--- config.mk ---
export PLATFORM = sky130hd
export DESIGN_NAME = instr_encoder
export DESIGN_NICKNAME = d
export VERILOG_FILES = /design/src/rtl/riscv_enc_pkg.sv /design/src/rtl/instr_fifo.sv /design/src/rtl/instr_encoder.sv
export SDC_FILE = /design/constraint.sdc
export NUM_CORES = 1
export LEC_CHECK = 0
export BUFFER_PORTS_ARGS = -buffer_cell sky130_fd_sc_hd__buf_4
export CAP_MARGIN = 20
export CORE_ASPECT_RATIO = 1.1
export CORE_UTILIZATION = 38
export DETAILED_ROUTE_END_ITERATION = 6
export SYNTH_ARGS = -nofsm -noshare
export SYNTH_HDL_FRONTEND = slang
export SYNTH_SLANG_ARGS = --single-unit
export TNS_END_PERCENT = 20
--- constraint.sdc ---
create_clock -name clk -period 2.85 [get_ports clk]
set_input_delay 0.57 -clock clk [delete_from_list [all_inputs] [get_ports clk]]
set_output_delay 0.57 -clock clk [all_outputs]
set_load 0.02 [all_outputs]
--- src/rtl/riscv_enc_pkg.sv ---
// riscv_enc_pkg: RV32I format codes, opcodes, NOP and field encode/check helpers shared with decode
package riscv_enc_pkg;
  localparam logic [2:0] FMT_R = 3'd0;
  localparam logic [2:0] FMT_I = 3'd1;
  localparam logic [2:0] FMT_S = 3'd2;
  localparam logic [2:0] FMT_B = 3'd3;
  localparam logic [2:0] FMT_U = 3'd4;
  localparam logic [2:0] FMT_J = 3'd5;
  localparam logic [31:0] NOP = 32'h0000_0013;
  localparam logic [6:0] OP_LUI = 7'h37;
  localparam logic [6:0] OP_AUIPC = 7'h17;
  localparam logic [6:0] OP_JAL = 7'h6f;
  localparam logic [6:0] OP_JALR = 7'h67;
  localparam logic [6:0] OP_BRANCH = 7'h63;
  localparam logic [6:0] OP_LOAD = 7'h03;
  localparam logic [6:0] OP_STORE = 7'h23;
  localparam logic [6:0] OP_IMM = 7'h13;
  localparam logic [6:0] OP_REG = 7'h33;
  typedef struct packed {
    logic [2:0] fmt;
    logic [6:0] opcode;
    logic [2:0] funct3;
    logic [6:0] funct7;
    logic [4:0] rd;
    logic [4:0] rs1;
    logic [4:0] rs2;
    logic [31:0] imm;
  } fields_t;
  function automatic logic [31:0] encode(input fields_t f);
    return f.fmt == FMT_R ? {f.funct7, f.rs2, f.rs1, f.funct3, f.rd, f.opcode} :
           f.fmt == FMT_I ? {f.imm[11:0], f.rs1, f.funct3, f.rd, f.opcode} :
           f.fmt == FMT_S ? {f.imm[11:5], f.rs2, f.rs1, f.funct3, f.imm[4:0], f.opcode} :
           f.fmt == FMT_B ? {f.imm[12], f.imm[10:5], f.rs2, f.rs1, f.funct3, f.imm[4:1], f.imm[11], f.opcode} :
           f.fmt == FMT_U ? {f.imm[31:12], f.rd, f.opcode} :
           f.fmt == FMT_J ? {f.imm[20], f.imm[10:1], f.imm[11], f.imm[19:12], f.rd, f.opcode} :
           NOP;
  endfunction
  function automatic logic bad_imm(input fields_t f);
    logic signed [31:0] s;
    s = $signed(f.imm);
    return (f.fmt == FMT_I || f.fmt == FMT_S) ? (s < -32'sd2048 || s > 32'sd2047) :
           f.fmt == FMT_B ? (f.imm[0] || s < -32'sd4096 || s > 32'sd4094) :
           f.fmt == FMT_J ? (f.imm[0] || s < -32'sd1048576 || s > 32'sd1048574) :
           f.fmt == FMT_U ? (f.imm[11:0] != 12'd0) :
           f.fmt != FMT_R;
  endfunction
endpackage

--- src/rtl/instr_fifo.sv ---
// instr_fifo: synchronous DEPTH x W FIFO with flush, full/empty and occupancy count
module instr_fifo #(
  parameter int DEPTH = 4,
  parameter int W = 32
) (
  input  logic                     clk,
  input  logic                     rst,
  input  logic                     flush,
  input  logic                     push,
  input  logic                     pop,
  input  logic [W-1:0]             wdata,
  output logic [W-1:0]             rdata,
  output logic                     full,
  output logic                     empty,
  output logic [$clog2(DEPTH):0]   count
);
  localparam int AW = $clog2(DEPTH);
  logic [W-1:0] mem [DEPTH];
  logic [AW-1:0] wp, rp;
  always_ff @(posedge clk)
    if (rst || flush) begin
      wp <= '0;
      rp <= '0;
      count <= '0;
    end else begin
      if (push) wp <= wp + AW'(1);
      if (pop) rp <= rp + AW'(1);
      count <= count + (AW+1)'(push) - (AW+1)'(pop);
    end
  always_ff @(posedge clk)
    if (push) mem[wp] <= wdata;
  always_comb begin
    full = count == (AW+1)'(DEPTH);
    empty = count == '0;
    rdata = empty ? '0 : mem[rp];
  end
endmodule

--- src/rtl/instr_encoder.sv ---
// instr_encoder: RV32I field packer streaming words to imem; INSTR_ENCODER_CHECK_EN adds sticky err
module instr_encoder
  import riscv_enc_pkg::*;
#(
  parameter int DEPTH = 4,
  parameter int ADDR_W = 32
) (
  input  logic                     clk,
  input  logic                     rst,
  input  logic                     start,
  input  logic [ADDR_W-1:0]        base_addr,
  input  logic                     in_valid,
  output logic                     in_ready,
  input  logic [2:0]               in_fmt,
  input  logic [6:0]               in_opcode,
  input  logic [2:0]               in_funct3,
  input  logic [6:0]               in_funct7,
  input  logic [4:0]               in_rd,
  input  logic [4:0]               in_rs1,
  input  logic [4:0]               in_rs2,
  input  logic [31:0]              in_imm,
  output logic                     out_valid,
  input  logic                     out_ready,
  output logic [31:0]              out_instr,
  output logic [ADDR_W-1:0]        out_addr,
  output logic [$clog2(DEPTH):0]   count,
  output logic                     err
);
  fields_t f;
  logic full, empty, push, pop;
  always_comb begin
    f = '{fmt: in_fmt, opcode: in_opcode, funct3: in_funct3, funct7: in_funct7,
          rd: in_rd, rs1: in_rs1, rs2: in_rs2, imm: in_imm};
    in_ready = !full && !start;
    push = in_valid && in_ready;
    out_valid = !empty;
    pop = out_valid && out_ready;
  end
  instr_fifo #(.DEPTH(DEPTH), .W(32)) u_fifo (
    .clk(clk), .rst(rst), .flush(start), .push(push), .pop(pop),
    .wdata(encode(f)), .rdata(out_instr), .full(full), .empty(empty), .count(count)
  );
  always_ff @(posedge clk)
    if (rst) out_addr <= '0;
    else if (start) out_addr <= base_addr;
    else if (pop) out_addr <= out_addr + ADDR_W'(4);
`ifdef INSTR_ENCODER_CHECK_EN
  always_ff @(posedge clk)
    if (rst || start) err <= 1'b0;
    else if (push && bad_imm(f)) err <= 1'b1;
`else
  assign err = 1'b0;
`endif
endmodule

==> qor.txt <==
GP Congestion: 0.845
Syn Std Cell Area: 7560 um2
First-pass iteration count of the detailed router: 4
Mean Syn Cell Area: 13.5 um2
Worst setup path endpoint: out_instr[31]
Max incr delay on CP: 0.55 ns
Power Internal: 0.00442 W
Slew HR: 53.4%
Post-synth top cells: edfxtp_1 (128), dfxtp_1 (41), nor2_1 (39)
CTS tree: built
Core ar.: 19300 um2
Clk buf depth: 2
CTS resizes: 0
Clock Latency Late Sink: 0.41 ns
Fillers: 1713
Sink Count: 169
Share of layout cells above drive strength 1: 35.2%
Final setup fails: 0
Crit start category: register
Worst r2r path cells: 4
Min-delay worst type: input port to register
Count of standard-cell rows: 53
Number of routed nets with antenna violations: 0
Final hold violations: 0
Hold path startpoint: base_addr[0]
Post-DP HPWL: 12.0 mm
Vias: 5362
Gr ovfl total: 0
Total power: 0.00588 W
DRT iter0 DRCs: 338
Maxcap violations: 0
Area leader, netlist: edfxtp_1
Largest net degree at the start of global routing: 58
Nets: 841
Post-synth EDFFs: 128
Fmax: 398 MHz
Switching Fraction: 24.9%
Routed length per instance: 18.6 um
Clk pwr share: 38.8%
Yosys top cell area share: 50.8%
Critical Path Stages: 4
Final min period: 2.51 ns
Synth Instances: 562
CP max stage cell: mux4_2
Switching power: 0.00147 W
Tcrit/Tclk final: 88.2%
Number of global-route vias before repair: 5339
DIE HEIGHT: 150 um
Synth Register Bits: 169
Worst r2r src: out_addr[16]$_SDFFE_PP0P_
Post-Route WL: 18.3 mm
Power share of the combinational group: 13.7%
Port Buffers: 172
Yosys cell types: 45
Tot GR Track Use: 18.4%
Storage cell area: 4670 um2
Setup Buffers After CTS: 0
Clock root buffer: clkbuf_16
WS Path Type: register to output port
CTS Hold Bufs: 0
Slew Viols, Final: 0
RR Endpoint: out_addr[27]$_SDFFE_PP0P_
Tightest Pin Transition: 0.697 ns
Die area: 20500 um2
TNS Setup: 0 ns
Crit-path max FO: 32
Worst setup EP type: output port
Buf+Inv Stages, Crit Path: 2
Critical path's top delay family: multiplexers
Most instantiated library cell after synthesis: edfxtp_1
Primary FF master, synth: edfxtp_1
Antenna Diode Count: 0
Initial antenna violation count: 0
CP arrival: 1.94 ns
Register-to-register setup slack: 0.51 ns
FFs w/ async S/R, synth: 0%
Area of the multi-input gates: 2670 um2
P&R area growth vs syn: 28.6%
Yosys warns: 0
Final routed DRC violation total: 0
Htree depth: 4
Power per Cell Area: 605 nW/um2
Sequential power share: 47.5%
Post-synthesis net count: 674
CTS Buf Count: 17
Register area share after synthesis: 61.7%
Clock slew at the register clock pins of the worst setup and hold paths: 0.06 ns
Boundary pin count: 174
Required time of the critical path: 2.28 ns
Vias/cell: 5.42
Initial Util: 39.2%
RSZ-0062 raised after global routing: no
First-pass GRT wire length: 28.1 mm
Worst IR drop on VDD: 0.000410 V
Critical Path, Cell by Cell: buf_12 > mux4_2 > nor2b_1 > buf_4
Area contributors post-synth: edfxtp_1 (51%), dfxtp_1 (11%), mux4_2 (9.5%)
Leak Pwr: 3.54 nW
Status: complete, no violations
Die Wd: 137 um
Layout Skew: 0.00647 ns
cell type report:
cell class	instances	share of cell area [%]
flip-flops and latches	169	48.0
multi-input cells	333	27.5
clock buffers	18	4.41
well taps	247	3.18
clock inverters	14	1.65
repair buffers	185	14.4
inverters	23	0.888
per-layer routing:
metal  routed length [um]  GRT usage (%)
met1                 7800           23.0
met4                  294           6.33
met2                 9040           30.8
met5                    0              0
met3                 1210           4.78
cells in the final DEF (no fill, tap or decap), drive strengths merged, types with 18 or more instances in the layout:
master,instances
buf,185
clkbuf,18
dfxtp,41
edfxtp,128
inv,29
mux4,32
nand2,29
nor2,39
nor2b,38
o21ai,19
state kept, by name (all words and copies together) (netlist names), named ones only:
register      count
out_addr         32
u_fifo.wp         2
u_fifo.count      3
u_fifo.mem      128
u_fifo.rp         2
power groups by stage:
stage | sequential, W | combinational [W] | clock [W]
after floorplan | 0.00288 | 0.000396 | 0
after global placement | 0.00284 | 0.000799 | 0
after detailed placement | 0.00285 | 0.000812 | 0
after CTS | 0.00279 | 0.000815 | 0.00234
after global routing | 0.00280 | 0.000871 | 0.00244
final | 0.00279 | 0.000804 | 0.00229
worst min-delay path, cell delays in order:
cell and delay, ns:
buf_4 0.08, mux2i_1 0.05, nor2_1 0.07
stage by stage:
stage	hold slack [ns]	cell area [um2]	util (%)	setup WS, ns	cells
floorplan	0.485	7560	-	0.272	562
finish	0.394	9730	50.4	0.338	989
detailed placement	0.498	9140	47.3	0.349	957
CTS	0.374	9730	50.4	0.287	989
global placement	0.486	9140	47.3	0.456	957
global route	0.382	9730	50.4	0.236	989
how the worst min path moves through the flow:
| stage | end | slack [ns] | depth (start not counted) |
|---|---|---|---|
| floorplan | register | 0.48 | 2 |
| global placement | out_addr[0]$_SDFFE_PP0P_ | 0.49 | 2 |
| detailed placement | out_addr[0]$_SDFFE_PP0P_ | 0.50 | 2 |
| CTS | out_addr[0]$_SDFFE_PP0P_ | 0.37 | 3 |
| global route | out_addr[0]$_SDFFE_PP0P_ | 0.38 | 3 |
| finish | out_addr[0]$_SDFFE_PP0P_ | 0.39 | 3 |
cells by family after synthesis:
kind of cell | share of synthesized area (%)
flops | 61.7
simple gates | 11.8
compound gates | 9.91
buf+inv | 3.13
mux | 10.4
xor+xnor | 1.62
fa+ha+maj | 1.42
other cells | 0.0496
(Power assumes the default switching activity.)
